File: src/rtl/mem_port_arbiter.sv
// -----------------------------------------------------------------------------
// mem_port_arbiter
// Shares one physical memory controller port between the instruction-fetch
// requester (i_*) and the data load/store requester (d_*).
// Data has fixed priority. A burst counter forces a pending fetch through
// after MAX_DATA_BURST consecutive data grants. A watchdog aborts any
// transaction that the controller does not acknowledge within TIMEOUT cycles.
//
// Ports
//   clk, rst             clock; asynchronous active-low reset
//   i_req/i_addr         fetch request (level) and address
//   i_rdata/i_done/i_err fetch completion: data, one-cycle pulse, timeout flag
//   d_req/d_addr/d_wdata/d_is_write
//                        data request (level), address, store data, direction
//   d_rdata/d_done/d_err data completion: data, one-cycle pulse, timeout flag
//   dev_mem_*            registered request to the memory controller
//   dev_mem_data_in/ack  controller read data and one-cycle completion
// -----------------------------------------------------------------------------
module mem_port_arbiter #(
  parameter int MAX_DATA_BURST = 4,
  parameter int TIMEOUT        = 255,
  parameter int TO_WIDTH       = 8
) (
  input  logic        clk,
  input  logic        rst,
  input  logic        i_req,
  input  logic [31:0] i_addr,
  output logic [31:0] i_rdata,
  output logic        i_done,
  output logic        i_err,
  input  logic        d_req,
  input  logic [31:0] d_addr,
  input  logic [31:0] d_wdata,
  input  logic        d_is_write,
  output logic [31:0] d_rdata,
  output logic        d_done,
  output logic        d_err,
  output logic        dev_mem_req,
  output logic [31:0] dev_mem_addr,
  output logic [31:0] dev_mem_data_out,
  output logic        dev_mem_is_write,
  input  logic [31:0] dev_mem_data_in,
  input  logic        dev_mem_ack
);

  localparam int BW = $clog2(MAX_DATA_BURST + 1);
  localparam logic [BW-1:0]       BURST_MAX = BW'(MAX_DATA_BURST);
  localparam logic [BW-1:0]       BURST_ONE = BW'(1);
  localparam logic [TO_WIDTH-1:0] TO_LAST   = TO_WIDTH'(TIMEOUT - 1);
  localparam logic [TO_WIDTH-1:0] TO_ONE    = TO_WIDTH'(1);

  typedef enum logic [1:0] {
    ST_IDLE   = 2'd0,
    ST_BUSY_I = 2'd1,
    ST_BUSY_D = 2'd2
  } state_t;

  state_t r_state;
  state_t w_state_nxt;

  logic [BW-1:0]       r_burst_cnt, w_burst_nxt;
  logic [TO_WIDTH-1:0] r_to_cnt,    w_to_nxt;

  logic        r_i_done, r_i_err, r_d_done, r_d_err;
  logic [31:0] r_i_rdata, r_d_rdata;
  logic        r_mem_req, r_mem_we;
  logic [31:0] r_mem_addr, r_mem_wdata;

  logic        w_i_done, w_i_err, w_d_done, w_d_err;
  logic [31:0] w_i_rdata, w_d_rdata;
  logic        w_mem_req, w_mem_we;
  logic [31:0] w_mem_addr, w_mem_wdata;

  logic w_idle, w_busy, w_burst_full, w_grant_d, w_grant_i;
  logic w_to_hit, w_finish, w_abort;

  assign w_idle       = (r_state == ST_IDLE);
  assign w_busy       = !w_idle;
  assign w_burst_full = (r_burst_cnt >= BURST_MAX);
  // Data wins unless a fetch is waiting and the data burst allowance is spent.
  assign w_grant_d    = w_idle && d_req && (!i_req || !w_burst_full);
  assign w_grant_i    = w_idle && i_req && !w_grant_d;
  // This busy cycle is the TIMEOUT-th one; an ack in it still wins.
  assign w_to_hit     = (r_to_cnt == TO_LAST);
  assign w_finish     = w_busy && (dev_mem_ack || w_to_hit);
  assign w_abort      = w_busy && !dev_mem_ack && w_to_hit;

  // State register.
  always_ff @(posedge clk or negedge rst) begin
    if (!rst) begin
      r_state <= ST_IDLE;
    end else begin
      r_state <= w_state_nxt;
    end
  end

  // Next-state logic: arbitrate in IDLE, leave BUSY on ack or timeout.
  always_comb begin
    w_state_nxt = r_state;
    case (r_state)
      ST_IDLE: begin
        if (w_grant_d) begin
          w_state_nxt = ST_BUSY_D;
        end else if (w_grant_i) begin
          w_state_nxt = ST_BUSY_I;
        end else begin
          w_state_nxt = ST_IDLE;
        end
      end
      ST_BUSY_I, ST_BUSY_D: begin
        if (w_finish) begin
          w_state_nxt = ST_IDLE;
        end else begin
          w_state_nxt = r_state;
        end
      end
      default: w_state_nxt = ST_IDLE;
    endcase
  end

  // Output/datapath next values: grant latching, counters, completion.
  always_comb begin
    w_mem_req   = r_mem_req;
    w_mem_we    = r_mem_we;
    w_mem_addr  = r_mem_addr;
    w_mem_wdata = r_mem_wdata;
    w_burst_nxt = r_burst_cnt;
    w_to_nxt    = r_to_cnt;
    w_i_done    = 1'b0;
    w_i_err     = 1'b0;
    w_i_rdata   = r_i_rdata;
    w_d_done    = 1'b0;
    w_d_err     = 1'b0;
    w_d_rdata   = r_d_rdata;
    case (r_state)
      ST_IDLE: begin
        if (w_grant_d) begin
          w_mem_req   = 1'b1;
          w_mem_we    = d_is_write;
          w_mem_addr  = d_addr;
          w_mem_wdata = d_wdata;
          w_to_nxt    = '0;
          if (!i_req) begin
            w_burst_nxt = '0;
          end else if (w_burst_full) begin
            w_burst_nxt = r_burst_cnt;
          end else begin
            w_burst_nxt = r_burst_cnt + BURST_ONE;
          end
        end else if (w_grant_i) begin
          w_mem_req   = 1'b1;
          w_mem_we    = 1'b0;
          w_mem_addr  = i_addr;
          w_mem_wdata = 32'h0000_0000;
          w_to_nxt    = '0;
          w_burst_nxt = '0;
        end else begin
          w_mem_req = 1'b0;
        end
      end
      ST_BUSY_I, ST_BUSY_D: begin
        if (w_finish) begin
          w_mem_req = 1'b0;
          w_to_nxt  = '0;
          if (r_state == ST_BUSY_I) begin
            w_i_done  = 1'b1;
            w_i_err   = w_abort;
            w_i_rdata = w_abort ? 32'h0000_0000 : dev_mem_data_in;
          end else begin
            w_d_done  = 1'b1;
            w_d_err   = w_abort;
            w_d_rdata = w_abort ? 32'h0000_0000 : dev_mem_data_in;
          end
        end else begin
          w_to_nxt = r_to_cnt + TO_ONE;
        end
      end
      default: begin
        w_mem_req = 1'b0;
        w_to_nxt  = '0;
      end
    endcase
  end

  // Output and counter registers.
  always_ff @(posedge clk or negedge rst) begin
    if (!rst) begin
      r_mem_req   <= 1'b0;
      r_mem_we    <= 1'b0;
      r_mem_addr  <= 32'h0000_0000;
      r_mem_wdata <= 32'h0000_0000;
      r_burst_cnt <= '0;
      r_to_cnt    <= '0;
      r_i_done    <= 1'b0;
      r_i_err     <= 1'b0;
      r_i_rdata   <= 32'h0000_0000;
      r_d_done    <= 1'b0;
      r_d_err     <= 1'b0;
      r_d_rdata   <= 32'h0000_0000;
    end else begin
      r_mem_req   <= w_mem_req;
      r_mem_we    <= w_mem_we;
      r_mem_addr  <= w_mem_addr;
      r_mem_wdata <= w_mem_wdata;
      r_burst_cnt <= w_burst_nxt;
      r_to_cnt    <= w_to_nxt;
      r_i_done    <= w_i_done;
      r_i_err     <= w_i_err;
      r_i_rdata   <= w_i_rdata;
      r_d_done    <= w_d_done;
      r_d_err     <= w_d_err;
      r_d_rdata   <= w_d_rdata;
    end
  end

  assign dev_mem_req      = r_mem_req;
  assign dev_mem_addr     = r_mem_addr;
  assign dev_mem_data_out = r_mem_wdata;
  assign dev_mem_is_write = r_mem_we;
  assign i_done           = r_i_done;
  assign i_err            = r_i_err;
  assign i_rdata          = r_i_rdata;
  assign d_done           = r_d_done;
  assign d_err            = r_d_err;
  assign d_rdata          = r_d_rdata;

endmodule

File: config.mk
export PLATFORM = sky130hd
export DESIGN_NAME = mem_port_arbiter
export DESIGN_NICKNAME = d
export VERILOG_FILES = /design/src/rtl/mem_port_arbiter.sv
export SDC_FILE = /design/constraint.sdc
export NUM_CORES = 1
export LEC_CHECK = 0
export ABC_AREA = 1
export CORE_UTILIZATION = 45
export CTS_CLUSTER_DIAMETER = 30
export DETAILED_ROUTE_END_ITERATION = 16
export DONT_BUFFER_PORTS = 1
export HOLD_SLACK_MARGIN = 0.1
export SLEW_MARGIN = 10
export SYNTH_ARGS = -nofsm -noshare
export SYNTH_HDL_FRONTEND = slang
export SYNTH_SLANG_ARGS = --single-unit
export TNS_END_PERCENT = 50
File: constraint.sdc
create_clock -name clk -period 1.6 [get_ports clk]
set_input_delay 0.32 -clock clk [delete_from_list [all_inputs] [get_ports clk]]
set_output_delay 0.32 -clock clk [all_outputs]
set_load 0.01 [all_outputs]
Word-level counts from Yosys, hierarchy flattened
Index checks and enable logic that the tools add are counted.
{"block": "word_totals", "ff_bits": 147, "latch_bits": 0, "mem_bits_rw": 0, "rom_bits": 0, "inputBits": 134, "mem_count": 0}
{"block": "op_classes", "add_sub_neg": 2, "multipliers": 0, "div_mod_pow": 0, "order_cmp": 1, "n_eq_ne": 6, "n_shift": 0, "n_mux": 35, "bitwise": 1, "n_reduce_logical": 21}
{"operator": "32-bit two-way mux", "count": 5}
{"operator": "8-bit two-way mux", "count": 3}
{"operator": "1-bit two-way mux", "count": 18}
{"operator": "8-bit case mux with 2 select lines", "count": 1}
{"operator": "3-bit two-way mux", "count": 4}
{"operator": "3-bit AND reduction", "count": 3}
{"operator": "8-bit by 1-bit adder with 8-bit output, second input constant", "count": 1}
{"operator": "8-bit == test, second input constant", "count": 1}
{"operator": "1-bit logical AND", "count": 7}
{"operator": "1-bit logical NOT", "count": 5}
{"operator": "2-bit two-way mux", "count": 2}
{"operator": "2-bit case mux with 2 select lines", "count": 1}
{"operator": "3-bit by 1-bit adder with 3-bit output, second input constant", "count": 1}
{"operator": "3-bit greater-or-equal comparator, second input constant", "count": 1}
{"operator": "3-bit by 1-bit inequality test with 1-bit output, second input constant", "count": 1}
{"operator": "3-bit inequality test, second input constant", "count": 1}
{"operator": "2-bit by 1-bit == test with 1-bit output, second input constant", "count": 1}
{"operator": "2-bit == test, second input constant", "count": 1}
{"operator": "2-bit logical NOT", "count": 1}
{"operator": "1-bit logical OR", "count": 2}
{"operator": "2-bit inequality test, second input constant", "count": 1}
{"operator": "1-bit case mux with 2 select lines", "count": 1}
{"operator": "2-bit AND reduction", "count": 1}
{"operator": "2-bit nonzero test", "count": 1}
{"operator": "other kinds (2)", "count": 2}

Logic depth before layout (Yosys ltp)
{"block": "depth", "depth_word": 9, "depth_mapped": 12}

Worst setup path before layout
No wires, ideal clock.
{"block": "synth_timing", "kind": "flip-flop to flip-flop", "start": "register r_state[0]", "end": "register r_i_rdata[24] (netlist: i_rdata[24])", "setup_ns": 0.131, "t_arrival_ns": 1.485, "slack_ns": -0.016, "path_stages_with_launch": 13, "path_cell_list": "dfrtp_1 > inv_1 > ha_1 > inv_2 > nand2_1 > nor2_1 > nand2_2 > nand2_2 > nand2_2 > buf_6 > buf_6 > nand2_1 > o21ai_0"}
{"block": "synth_via", "elab_chain_cells": 5, "word_cells_on_any_way": 10}
{"item": "from (decl)", "line": "58", "source": "state_t r_state;"}
{"item": "from (signal assigned)", "line": "93", "source": "r_state <= w_state_nxt;"}
{"item": "2-bit logical NOT", "line": "77", "source": "assign w_idle = (r_state == ST_IDLE);"}
{"item": "1-bit logical NOT", "line": "78", "source": "assign w_busy = !w_idle;"}
{"item": "1-bit logical AND (2 in a row)", "line": "86", "source": "assign w_abort = w_busy && !dev_mem_ack && w_to_hit;"}
{"item": "32-bit two-way mux", "line": "168", "source": "w_i_rdata = w_abort ? 32'h0000_0000 : dev_mem_data_in;"}
{"item": "to (signal assigned)", "line": "209", "source": "r_i_rdata <= w_i_rdata;"}
{"item": "to (decl)", "line": "65", "source": "logic [31:0] r_i_rdata, r_d_rdata;"}
Several ways; a longest one is shown, not always the timed one.
A chain may end at the register's enable or synchronous reset.

Worst setup path in the final report
{"block": "layout_timing", "start": "register r_state[0]", "end": "register r_mem_addr[20] (netlist: dev_mem_addr[20])"}
{"block": "layout_via", "elab_chain_cells": 7, "word_cells_on_any_way": 9}
{"item": "2-bit logical NOT (*)", "line": "77, 135"}
{"item": "1-bit logical AND (2 in a row)", "line": "81", "source": "assign w_grant_d = w_idle && d_req && (!i_req || !w_burst_full);"}
{"item": "1-bit logical NOT", "line": "82", "source": "assign w_grant_i = w_idle && i_req && !w_grant_d;"}
{"item": "1-bit logical AND", "line": "82"}
{"item": "2-bit nonzero test (no line)"}
{"item": "2-bit AND reduction (no line)"}
{"item": "to (signal assigned)", "line": "203", "source": "r_mem_addr <= w_mem_addr;"}
{"item": "to (decl)", "line": "67", "source": "logic [31:0] r_mem_addr, r_mem_wdata;"}
Mark *: on every way between the ends. The rest lies on a longest branch, timed or not.

==> results by stage <==
Route:
- In the routed layout, each cell is associated on average with a via count of 5.54.
- After detailed routing, the total wire length is 20,900 um.
- The via count is 5,734.
- The first detailed-routing pass took 5 iterations.
- The detailed router finished its first iteration with 488 violations.
- For this run, design rule violations remaining after detail routing come to 0.
- The count of nets left with antenna violations after detail routing is 0.
- Dividing the detail-routed wire length by the instance count gives 20.2 um.

Layout:
- The post-route netlist has 25.0% of its cells at a drive strength greater than 1.
- The layout overhead on the synthesized area is 51.6%.
- At the end of the flow, the number of nets in the layout was 985.
- The finished cells cover 9440 um2.
- The repair_antennas step left the layout with diodes totalling 0.
- The number of fillers in the final layout is 899.

Placed design:
- The detailed placement HPWL is 9960 um.
- Input and output buffers added on the ports amount to 0.
- Routability-driven placement finished with a final weighted congestion of 0.783.
- The total cell area at the placement stage is 6490 um2.

Timing:
- Setup repair after global routing could not meet its margin everywhere.
- At the pin with the least slew margin, the transition time is 0.432 ns.
- The number of failing hold endpoints at the final stage came to 147.
- The timing-limited maximum frequency is 0.589 GHz.
- The worst pin sits at a relative slew slack of 71.1%.
- The sum of negative setup slack is -3.49 ns.
- In the post-route analysis, the smallest setup slack over all paths is -0.0972 ns.
- On the final layout, the worst hold slack is -0.404 ns.
- The final critical delay including setup and external delays is 1.70 ns.
- The number of endpoints failing setup at the final stage is 84.
- The final max-slew violation count was 0.
- The share of the clock period used by the worst path after layout is 106%.
- Clock skew on the completed layout was measured at 0.00959 ns.

Worst setup path:
- The highest fanout seen on the critical path is 13.
- STA puts the critical path data required time at 1.92 ns.
- The internal reg-to-reg setup slack is -0.1 ns.
- The startpoint of the worst-slack reg-to-reg timing path is r_state[0]$_DFFE_PN0P_.
- The data arrival time of the critical path is 2.02 ns.
- The critical path class is flip-flop to flip-flop.
- The category of the worst setup path launch point is a flip-flop.
- Measured in cells, the most critical reg-to-reg path has a length of 10.
- The endpoint class of the critical path is a flip-flop.
- The endpoint of the worst register-to-register path is dev_mem_addr[20]$_DFFE_PN0P_.

Pwr:
- The worst-case vdd ir drop is 0.000921 V.
- In this run the power density over the cells is 1810 nW/um2.
- Total power for the finished layout comes to 17.1 mW.
- The leakage component of the power is 4.57 nW.

Global routing:
- The number of antenna violations at the first check in global routing was 0.
- The pin count of the biggest net entering global routing is 148.
- The remaining global-route overflow is 0.
- The via count of the first global-routing pass is 5,557.
- The wire length of the first global-routing pass is 27,700 um.
- For this run, the total global-route usage over all layers was measured as 25.0%.

Flow run:
- The number of max-cap violations is 0.

Synthesis:
- For this run, the number of Yosys warnings is 0.
- Synthesis produced 672 cells.
- After synthesis, flip-flops and latches occupy 59.1% of the total area.
- When the netlist entered floorplanning its net count stood at 811.
- Counting flops and latches in the post-synthesis netlist gives 147.
- The total standard cell area after synthesis is 6230 um2.
- After synthesis, the mean cell area works out to 9.26 um2.
- The distinct cell type count of the synthesized netlist is 28.

CTS:
- For the worst-skew pair, the clock arrives at the later sink with an insertion delay of 0.42 ns.
- No sink is reached through more buffers than the 2 on the longest clock path.
- The TritonCTS clock tree is built.
- The clock-pin slew of the registers on the worst-case setup and hold paths is 0.07 ns.
- The clock tree synthesis step divided the H-tree into 4 levels.
- The cell at the root of the clock tree is sky130_fd_sc_hd__clkbuf_16.
- The TritonCTS sink count is 147.
- Buffers inserted during clock tree synthesis total 17.

Floorplanning:
- The core region is 13,300 um2.
- The y dimension of the die is 120 um.
- The initial core utilization is 46.6%.
- The number of top-level pins is 268.
- In this run the core area contains 42 standard-cell rows.
- The die width is 120 um.
- The die covers 14,300 um2.

Status:
- The run finished, with violations left.
- The final reports fail on negative hold slack, negative setup slack.

Hold path:
- The classification of the worst-slack hold path is primary input to asynchronous set/reset pin.
where the power goes:
group | switching [mW] | internal, mW | total [mW]
logic | 2.89 | 2.67 | 5.56
registers | 2.20 | 5.33 | 7.53
clock network | 1.69 | 2.34 | 4.03
cell usage in the layout (no fill, tap or decap), types with 3 or more instances in the layout:
cell	n
sky130_fd_sc_hd__nand2_2	52
sky130_fd_sc_hd__o21ai_2	23
sky130_fd_sc_hd__buf_12	10
sky130_fd_sc_hd__a31oi_1	28
sky130_fd_sc_hd__inv_2	9
sky130_fd_sc_hd__nand3_2	3
sky130_fd_sc_hd__nor2_4	4
sky130_fd_sc_hd__buf_6	8
sky130_fd_sc_hd__o21ai_0	7
sky130_fd_sc_hd__nand3_1	4
sky130_fd_sc_hd__nand4_1	5
sky130_fd_sc_hd__nand2_8	4
sky130_fd_sc_hd__a22o_1	33
sky130_fd_sc_hd__clkinvlp_4	3
sky130_fd_sc_hd__ha_1	3
sky130_fd_sc_hd__nand2_1	189
sky130_fd_sc_hd__o21ai_1	9
sky130_fd_sc_hd__nor2_1	39
sky130_fd_sc_hd__nand2_4	15
sky130_fd_sc_hd__inv_6	4
sky130_fd_sc_hd__clkbuf_16	31
sky130_fd_sc_hd__inv_1	44
sky130_fd_sc_hd__clkinv_4	5
sky130_fd_sc_hd__buf_4	23
sky130_fd_sc_hd__dlygate4sd3_1	130
sky130_fd_sc_hd__dfrtp_1	147
routing by layer:
layer | wire, um | GRT usage (%) | share of wire [%]
met4 | 770 | 12.2 | 3.7
met5 | 0 | 0 | 0
met2 | 10600 | 42.3 | 51
met1 | 7740 | 27.9 | 37
met3 | 1830 | 8.79 | 8.7
synth_stat cells (all sizes together):
cell,instances,area (um2)
dfrtp,147,3680
a22o,33,289
o21bai,1,7.51
nand2,259,982
or2,1,6.26
ha,5,62.6
clkbuf,2,7.51
inv,54,203
o31ai,1,7.51
a21oi,1,5.00
o21ai,40,264
xor2,2,17.5
a31oi,32,200
nor3,2,10.0
nand3,8,50.1
clkinv,2,7.51
nor2,43,176
buf,34,220
nand4,5,31.3
worst max path at each step:
stage                            start                                to  depth (start not counted)
2_1_floorplan   r_state[0]$_DFFE_PN0P_  dev_mem_data_out[10]$_DFFE_PN0P_                          9
3_3_place_gp   r_to_cnt[0]$_DFFE_PN0P_           d_rdata[20]$_DFFE_PN0P_                          8
3_5_place_dp   r_to_cnt[0]$_DFFE_PN0P_            d_rdata[6]$_DFFE_PN0P_                          8
4_1_cts         r_state[0]$_DFFE_PN0P_            i_rdata[8]$_DFFE_PN0P_                         12
5_1_grt         r_state[0]$_DFFE_PN0P_           d_rdata[21]$_DFFE_PN0P_                         12
6_report        r_state[0]$_DFFE_PN0P_      dev_mem_addr[20]$_DFFE_PN0P_                         10
logic make-up (layout without fill, tap and decap cells):
family | after synthesis | in the layout | share of synthesized area (%)
AOI/OAI and AO/OA | 108 | 108 | 12.4
buffers and inverters | 92 | 277 | 7.03
xor gates and xnor gates | 2 | 2 | 0.281
DFF | 147 | 147 | 59.1
and+or+nand+nor | 318 | 320 | 20.2
adders and majority gates | 5 | 5 | 1.00
timing repair:
action	in CTS	in global routing
setup buffers	7	4
setup endpoints to repair	103	142
pin swaps	2	44
resized for setup	20	129
hold buffers	129	1
hold endpoints to repair	247	148
gates cloned	2	21
area by class of cell:
type                       count  area [um2]  share of cell area (%)
clock inverter                15         171                    1.82
inverter                      56         221                    2.35
timing repair inverter         1        6.26                  0.0663
clock buffer                  17         425                    4.51
timing repair buffer         188        2170                    23.0
tap                          176         220                    2.33
sequential                   147        3680                    39.0
multi-input combinational    435        2540                    27.0
metrics by stage:
stage | worst slack (ns) | util [%] | cells
CTS | -0.0331 | 64.0 | 1009
global placement | -0.133 | 48.6 | 839
finish | -0.0972 | 70.7 | 1035
global route | -0.186 | 70.7 | 1035
detailed placement | -0.203 | 48.6 | 839
floorplan | 0.0483 | - | 672
critical path: stages (launching register included):
cell                        delay, ns
sky130_fd_sc_hd__dfrtp_1         0.36
sky130_fd_sc_hd__inv_2           0.05
sky130_fd_sc_hd__ha_4            0.16
sky130_fd_sc_hd__buf_6           0.13
sky130_fd_sc_hd__nand2_4         0.07
sky130_fd_sc_hd__clkinv_4        0.06
sky130_fd_sc_hd__o21ai_4         0.11
sky130_fd_sc_hd__buf_6           0.18
sky130_fd_sc_hd__clkbuf_16       0.17
sky130_fd_sc_hd__nand2_1         0.09
sky130_fd_sc_hd__a31oi_1         0.22
registers in the layout, summed over array words and instances, names as in the netlist:
register	cells
d_done	1
d_err	1
d_rdata	32
dev_mem_addr	32
dev_mem_data_out	32
dev_mem_is_write	1
dev_mem_req	1
i_done	1
i_err	1
i_rdata	32
r_burst_cnt	3
r_state	2
r_to_cnt	8
Note: power is estimated with default switching activity, not from simulation.
==> edit 1 (same flow settings) <==
Change the parameter `MAX_DATA_BURST` from 4 to 8.
--- a/src/rtl/mem_port_arbiter.sv
+++ b/src/rtl/mem_port_arbiter.sv
@@ -18,5 +18,5 @@
 // -----------------------------------------------------------------------------
 module mem_port_arbiter #(
-  parameter int MAX_DATA_BURST = 4,
+  parameter int MAX_DATA_BURST = 8,
   parameter int TIMEOUT        = 255,
   parameter int TO_WIDTH       = 8
Behaviour: no difference found for any inputs over 4 cycles, from zero or initial values and one cycle with rst low; that may be too few to reach the edited logic, so the function may still have changed.
==> edit 1 against the unedited design <==
The flow finishes with violations (negative hold slack). Non-clock buffer count decreased by 26. Hold slack improved by 0.0025 ns. Total power is 5.8% lower. Maximum frequency rose by 8.0%. Routed wire length decreased by 13%. Critical path depth decreased by 2. Worst setup slack better by 0.13 ns. Synthesized area up 0.76%. Design area is 7.2% lower. Clock power about the same. Sequential cell count is 1 higher.
==> edit 1: results (changes against the unedited design) <==
Timing
  • Fin Hold WS: -0.4017 ns (was -0.4042 ns)
  • Clk_skew: 0.01802 ns (was 0.009589 ns)
  • Final Hold Viols: 148 (was 147)
  • Worst slew pin tran: 0.3548 ns (was 0.4323 ns)

Power
  • Leak pwr: 4.317 nW (was 4.574 nW)

Routing
  • Initial drt markers: 445 (was 488)
  • Vias per Instance: 5.394 (was 5.540)
  • DRT Wirelength: 18,190 um (was 20,940 um)
  • DR WL/cell: 18.11 um (was 20.23 um)

Final layout
  • Fraction of area in multi-input gates: 25.46% (was 26.96%)
  • #MultiIn Comb: 434 (was 435)
  • Ratio of cells with drive above 1 in the final layout: 14.25% (was 25.03%)
  • FILL cells: 1,015 (was 899)
  • Invs w/o clock: 52 (was 57)
  • Net count reported at finish: 954 (was 985)

Run status
  • Violations in the final reports: negative hold slack (was negative hold slack, negative setup slack)
  • Status: complete, but fails checks (unchanged)

Setup path
  • Internal reg-to-reg setup slack: 0.03 ns (was -0.1 ns)
  • Arrival time worst endpoint: 1.89 ns (was 2.02 ns)
  • Worst-path maximum fanout: 8 (was 13)

Synthesis
  • Post-synth top cells: nand2_1, dfrtp_1, inv_1 (unchanged)
  • Distinct cells, synth: 30 (was 28)
  • Xor/xnor cell area share of the yosys netlist: 0.4188% (was 0.2814%)
  • Number of synthesized register bits: 148 (was 147)
  • Ranking of synthesized cells by area: dfrtp_1, nand2_1, a22o_1 (unchanged)
  • Syn_nets: 810 (was 811)
  • Synth Area in Compound Gates: 12.76% (was 12.42%)

Place
  • RePlAce Congestion: 0.7905 (was 0.7832)
  • Cell count after placement: 831 (was 839)

Clock tree
  • # hold bufs at CTS: 131 (was 129)
==> edit 1: final timing paths <==
check | startpoint | end | depth (start not counted)
worst max register to register | r_state[1] | dev_mem_addr[5] | 8
worst max-delay path | r_state[1] | dev_mem_addr[5] | 8
worst min register to register | d_rdata[8] | d_rdata[8] | 2
max in group asynchronous | rst | dev_mem_addr[18] | 0
worst min-delay path | rst | dev_mem_addr[15] | 0
min in group clk | i_req | r_to_cnt[0] | 5
==> edit 1: power breakdown <==
group	leakage (nW)	total [W]	internal (W)	switching, W
Clock	0.292	0.00402	0.00246	0.00156
Sequential	1.84	0.00751	0.00540	0.00210
Combinational	2.19	0.00459	0.00214	0.00245
Total	4.32	0.0161	0.0100	0.00612
==> edit 1: per-stage QoR <==
stage                     instance area, um^2  setup TNS (ns)  hold WS (ns)  setup WS (ns)  power, W
after detailed placement                 6510          -3.648       0.02752        -0.1055   0.01105
after floorplan                          6274               0       0.02441        0.02377  0.009842
after global routing                     8756          -2.376       -0.4278       -0.06252   0.01705
after global placement                   6510          -1.403       0.02761       -0.04352   0.01086
final                                    8756               0       -0.4017        0.02819   0.01612
after CTS                                8443        -0.09632       -0.4257       -0.01835   0.01539
==> edit 1: layer usage <==
metal  up-vias  track usage, %  share of wire (%)
met5         -               0                  0
met4         0           12.97                3.6
met3        64           8.175                 11
met2       356           38.15                 49
met1      2540           28.32                 37
li1       2456               -                  -
==> edit 1: logic make-up after synthesis <==
group / count (synthesis)
DFF: 148
buffers and inverters: 89
adders and majority gates: 5
and+or+nand+nor: 319
AOI/OAI and AO/OA: 107
xor gates and xnor gates: 3
==> edit 1: what timing repair did <==
item	4_1_cts	5_1_grt
hold endpoints to repair	247	148
setup endpoints to repair	75	113
cloned	0	8
gates resized for setup	5	29
buffers inserted	0	2
pin swaps	0	4
==> edit 2 (same settings) <==
Made on the original files. Encoding of `state_t`: now one-hot (3 bits for 3 states).
--- a/src/rtl/mem_port_arbiter.sv
+++ b/src/rtl/mem_port_arbiter.sv
@@ -50,8 +50,8 @@
   localparam logic [TO_WIDTH-1:0] TO_ONE    = TO_WIDTH'(1);
 
-  typedef enum logic [1:0] {
-    ST_IDLE   = 2'd0,
-    ST_BUSY_I = 2'd1,
-    ST_BUSY_D = 2'd2
+  typedef enum logic [2:0] {
+    ST_IDLE   = 3'b001,
+    ST_BUSY_I = 3'b010,
+    ST_BUSY_D = 3'b100
   } state_t;
 
Formal check against the unedited RTL: same outputs for any inputs over 4 cycles, from zero or initial values and one cycle with rst low; so few cycles prove little.
==> edit 2 against the unedited design <==
The run still ends with negative hold slack, negative setup slack left. Total power is 6.2% lower. Critical path depth is 2 lower. Via count is 4.2% lower. Worst setup slack better by 0.085 ns. Design area is 12% lower. Synthesized area is 7.0% higher. Non-clock buffer count is 118 lower. Cell count is 7.3% higher. Sequential cell count is 1 higher. Combinational power is 12% lower. Routed wire length is 18% lower. Global-route usage is 3.6 points lower. Core utilization is 14 points lower.
==> edit 2: results (changes against the unedited design) <==
Run status
  • Status: complete, but fails checks (unchanged)
  • Violations in the final reports: negative hold slack, negative setup slack (unchanged)

Timing
  • Setup TNS: -0.06018 ns (was -3.491 ns)
  • Worst slew pin tran: 0.3444 ns (was 0.4323 ns)
  • Fin Hold WS: -0.3934 ns (was -0.4042 ns)
  • Clk_skew: 0.007906 ns (was 0.009589 ns)
  • Setup ws final: -0.01204 ns (was -0.09719 ns)
  • Final setup fails: 12 (was 84)
  • Final Hold Viols: 148 (was 147)

Global route
  • Number of global-route vias before repair: 5,125 (was 5,557)
  • Global Route Usage Sum: 21.37% (was 24.98%)
  • GR Layer Usage met3: 8.196% (was 8.793%)
  • Largest net degree at the start of global routing: 149 (was 148)
  • Met1 usage: 25.60% (was 27.91%)
  • Initial antenna violation count: 1 (was 0)
  • Met2 Resource Use GR: 35.03% (was 42.30%)
  • Global-route wire length before repair: 24,920 um (was 27,730 um)

Synthesis
  • Post-synth top cells: nand2_1, dfrtp_1, inv_1 (unchanged)
  • Dominant synthesized flop cell: dfrtp_1 (unchanged)
  • Ranking of synthesized cells by area: dfrtp_1, nand2_1, inv_1 (was dfrtp_1, nand2_1, a22o_1)
  • Synth warnings: 0 (unchanged)
  • Sequential share of the synthesized area: 55.61% (was 59.08%)
  • Synth Area per Inst: 7.738 um^2 (was 9.265 um^2)
  • Distinct cells, synth: 24 (was 28)

Routing
  • DRT Pass-1 Iters: 4 (was 5)
  • Vias per Instance: 4.946 (was 5.540)
  • DRT Wirelength: 17,270 um (was 20,940 um)
  • Initial drt markers: 360 (was 488)
  • DR WL/cell: 15.54 um (was 20.23 um)

Place
  • I/O Buffers: 0 (unchanged)
  • Post-placement cell area: 6917 um^2 (was 6491 um^2)
  • RePlAce Congestion: 0.7821 (was 0.7832)
  • Post-DP HPWL: 10,640 um (was 9960 um)
  • Cell count after placement: 1,032 (was 839)

Final layout
  • FILL cells: 1,280 (was 899)
  • Net count reported at finish: 1,051 (was 985)
  • Ratio of cells with drive above 1 in the final layout: 12.31% (was 25.03%)

Setup path
  • CP top delay family: simple AND/OR/NAND/NOR gates (was buffers and inverters)
  • Worst-path maximum fanout: 17 (was 13)
  • Crit-path slowest cell: dfstp_2 (was dfrtp_1)
  • Arrival time worst endpoint: 1.92 ns (was 2.02 ns)
  • CP max stage delay: 0.53 ns (was 0.36 ns)

Min path
  • Worst hold path type: primary input to asynchronous set/reset pin (unchanged)

Clock tree
  • Clock transition at path regs: approximately 0.06 ns
  • Num CTS Buffers: 17 (unchanged)
  • Root Buffer: clkbuf_16 (unchanged)
  • # hold bufs at CTS: 36 (was 129)
  • CTS Buffer Depth: 2 (unchanged)
  • H-tree levels: 4 (unchanged)

Power
  • Maximum vdd ir drop: 0.0008413 V (was 0.0009212 V)
  • Internal: 0.009621 W (was 0.01034 W)
  • Leak pwr: 4.616 nW (was 4.574 nW)
edit 2: power groups by stage:
stage               Sequential (W)  Combinational (W)  Clock (W)
floorplan                  0.00706            0.00326          0
global placement           0.00751            0.00392          0
detailed placement         0.00751            0.00416          0
CTS                        0.00749            0.00424    0.00372
global route               0.00769            0.00557    0.00389
finish                     0.00750            0.00492    0.00364
edit 2: metrics by stage:
step	worst slack, ns	hold slack [ns]
6_report	-0.01204	-0.3934
5_1_grt	-0.1004	-0.4200
4_1_cts	-0.06361	-0.4152
3_5_place_dp	-0.09795	0.02933
3_3_place_gp	-0.02073	0.02924
2_1_floorplan	-0.02522	0.02441
edit 2: final timing paths:
kind,start,to,cells after the start
min in group clk,d_addr[3],dev_mem_addr[3],4
max in group asynchronous,rst,r_state[0],0
max reg2reg,r_state[0],dev_mem_data_out[19],8
min,rst,r_to_cnt[6],0
min reg2reg,r_burst_cnt[2],r_burst_cnt[2],2
max,r_state[0],dev_mem_data_out[19],8
edit 2: worst register-to-register path, stage by stage (launching register included):
cell	delay (ns)
dfstp_2	0.53
inv_2	0.05
nor3_4	0.25
nand2_4	0.15
nand2_4	0.15
inv_8	0.07
buf_12	0.15
nand2_1	0.09
nand2_1	0.07
edit 2: layout make-up:
cell class                      count  area [um^2]  share of cell area, %
Clock inverter                      9        82.58                 0.9994
Clock buffer                       22        454.2                  5.497
Inverter                          109        431.7                  5.224
Timing Repair Buffer               70        838.3                  10.15
Antenna cell                        1        2.502                0.03028
Sequential cell                   148         3705                  44.84
Tap cell                          184        230.2                  2.786
Multi-Input combinational cell    568         2519                  30.48
edit 2: per-layer routing:
layer / up-vias / wire length [um]
met3: 25 / 1479
met1: 2577 / 7162
li1: 2657 / -
met4: 0 / 285
met2: 236 / 8342
met5: - / 0
edit 2: timing repair:
action / 4_1_cts / 5_1_grt
pin swaps: 11 / 33
setup endpoints to repair: 73 / 109
buffers inserted: 4 / 1
gates resized for setup: 22 / 59
cloned: 2 / 7
hold endpoints to repair: 186 / 148
edit 2: kinds of logic (layout without fill, tap and decap cells):
family          after synthesis  in the layout  share of synthesized area [%]
compound gates                7              7                         0.9202
xor+xnor                      3              3                         0.3944
fa+ha+maj                     3              3                         0.5634
buf+inv                     145            210                          9.502
flops                       148            148                          55.61
other cells                   0              1                              0
simple gates                555            555                          33.01
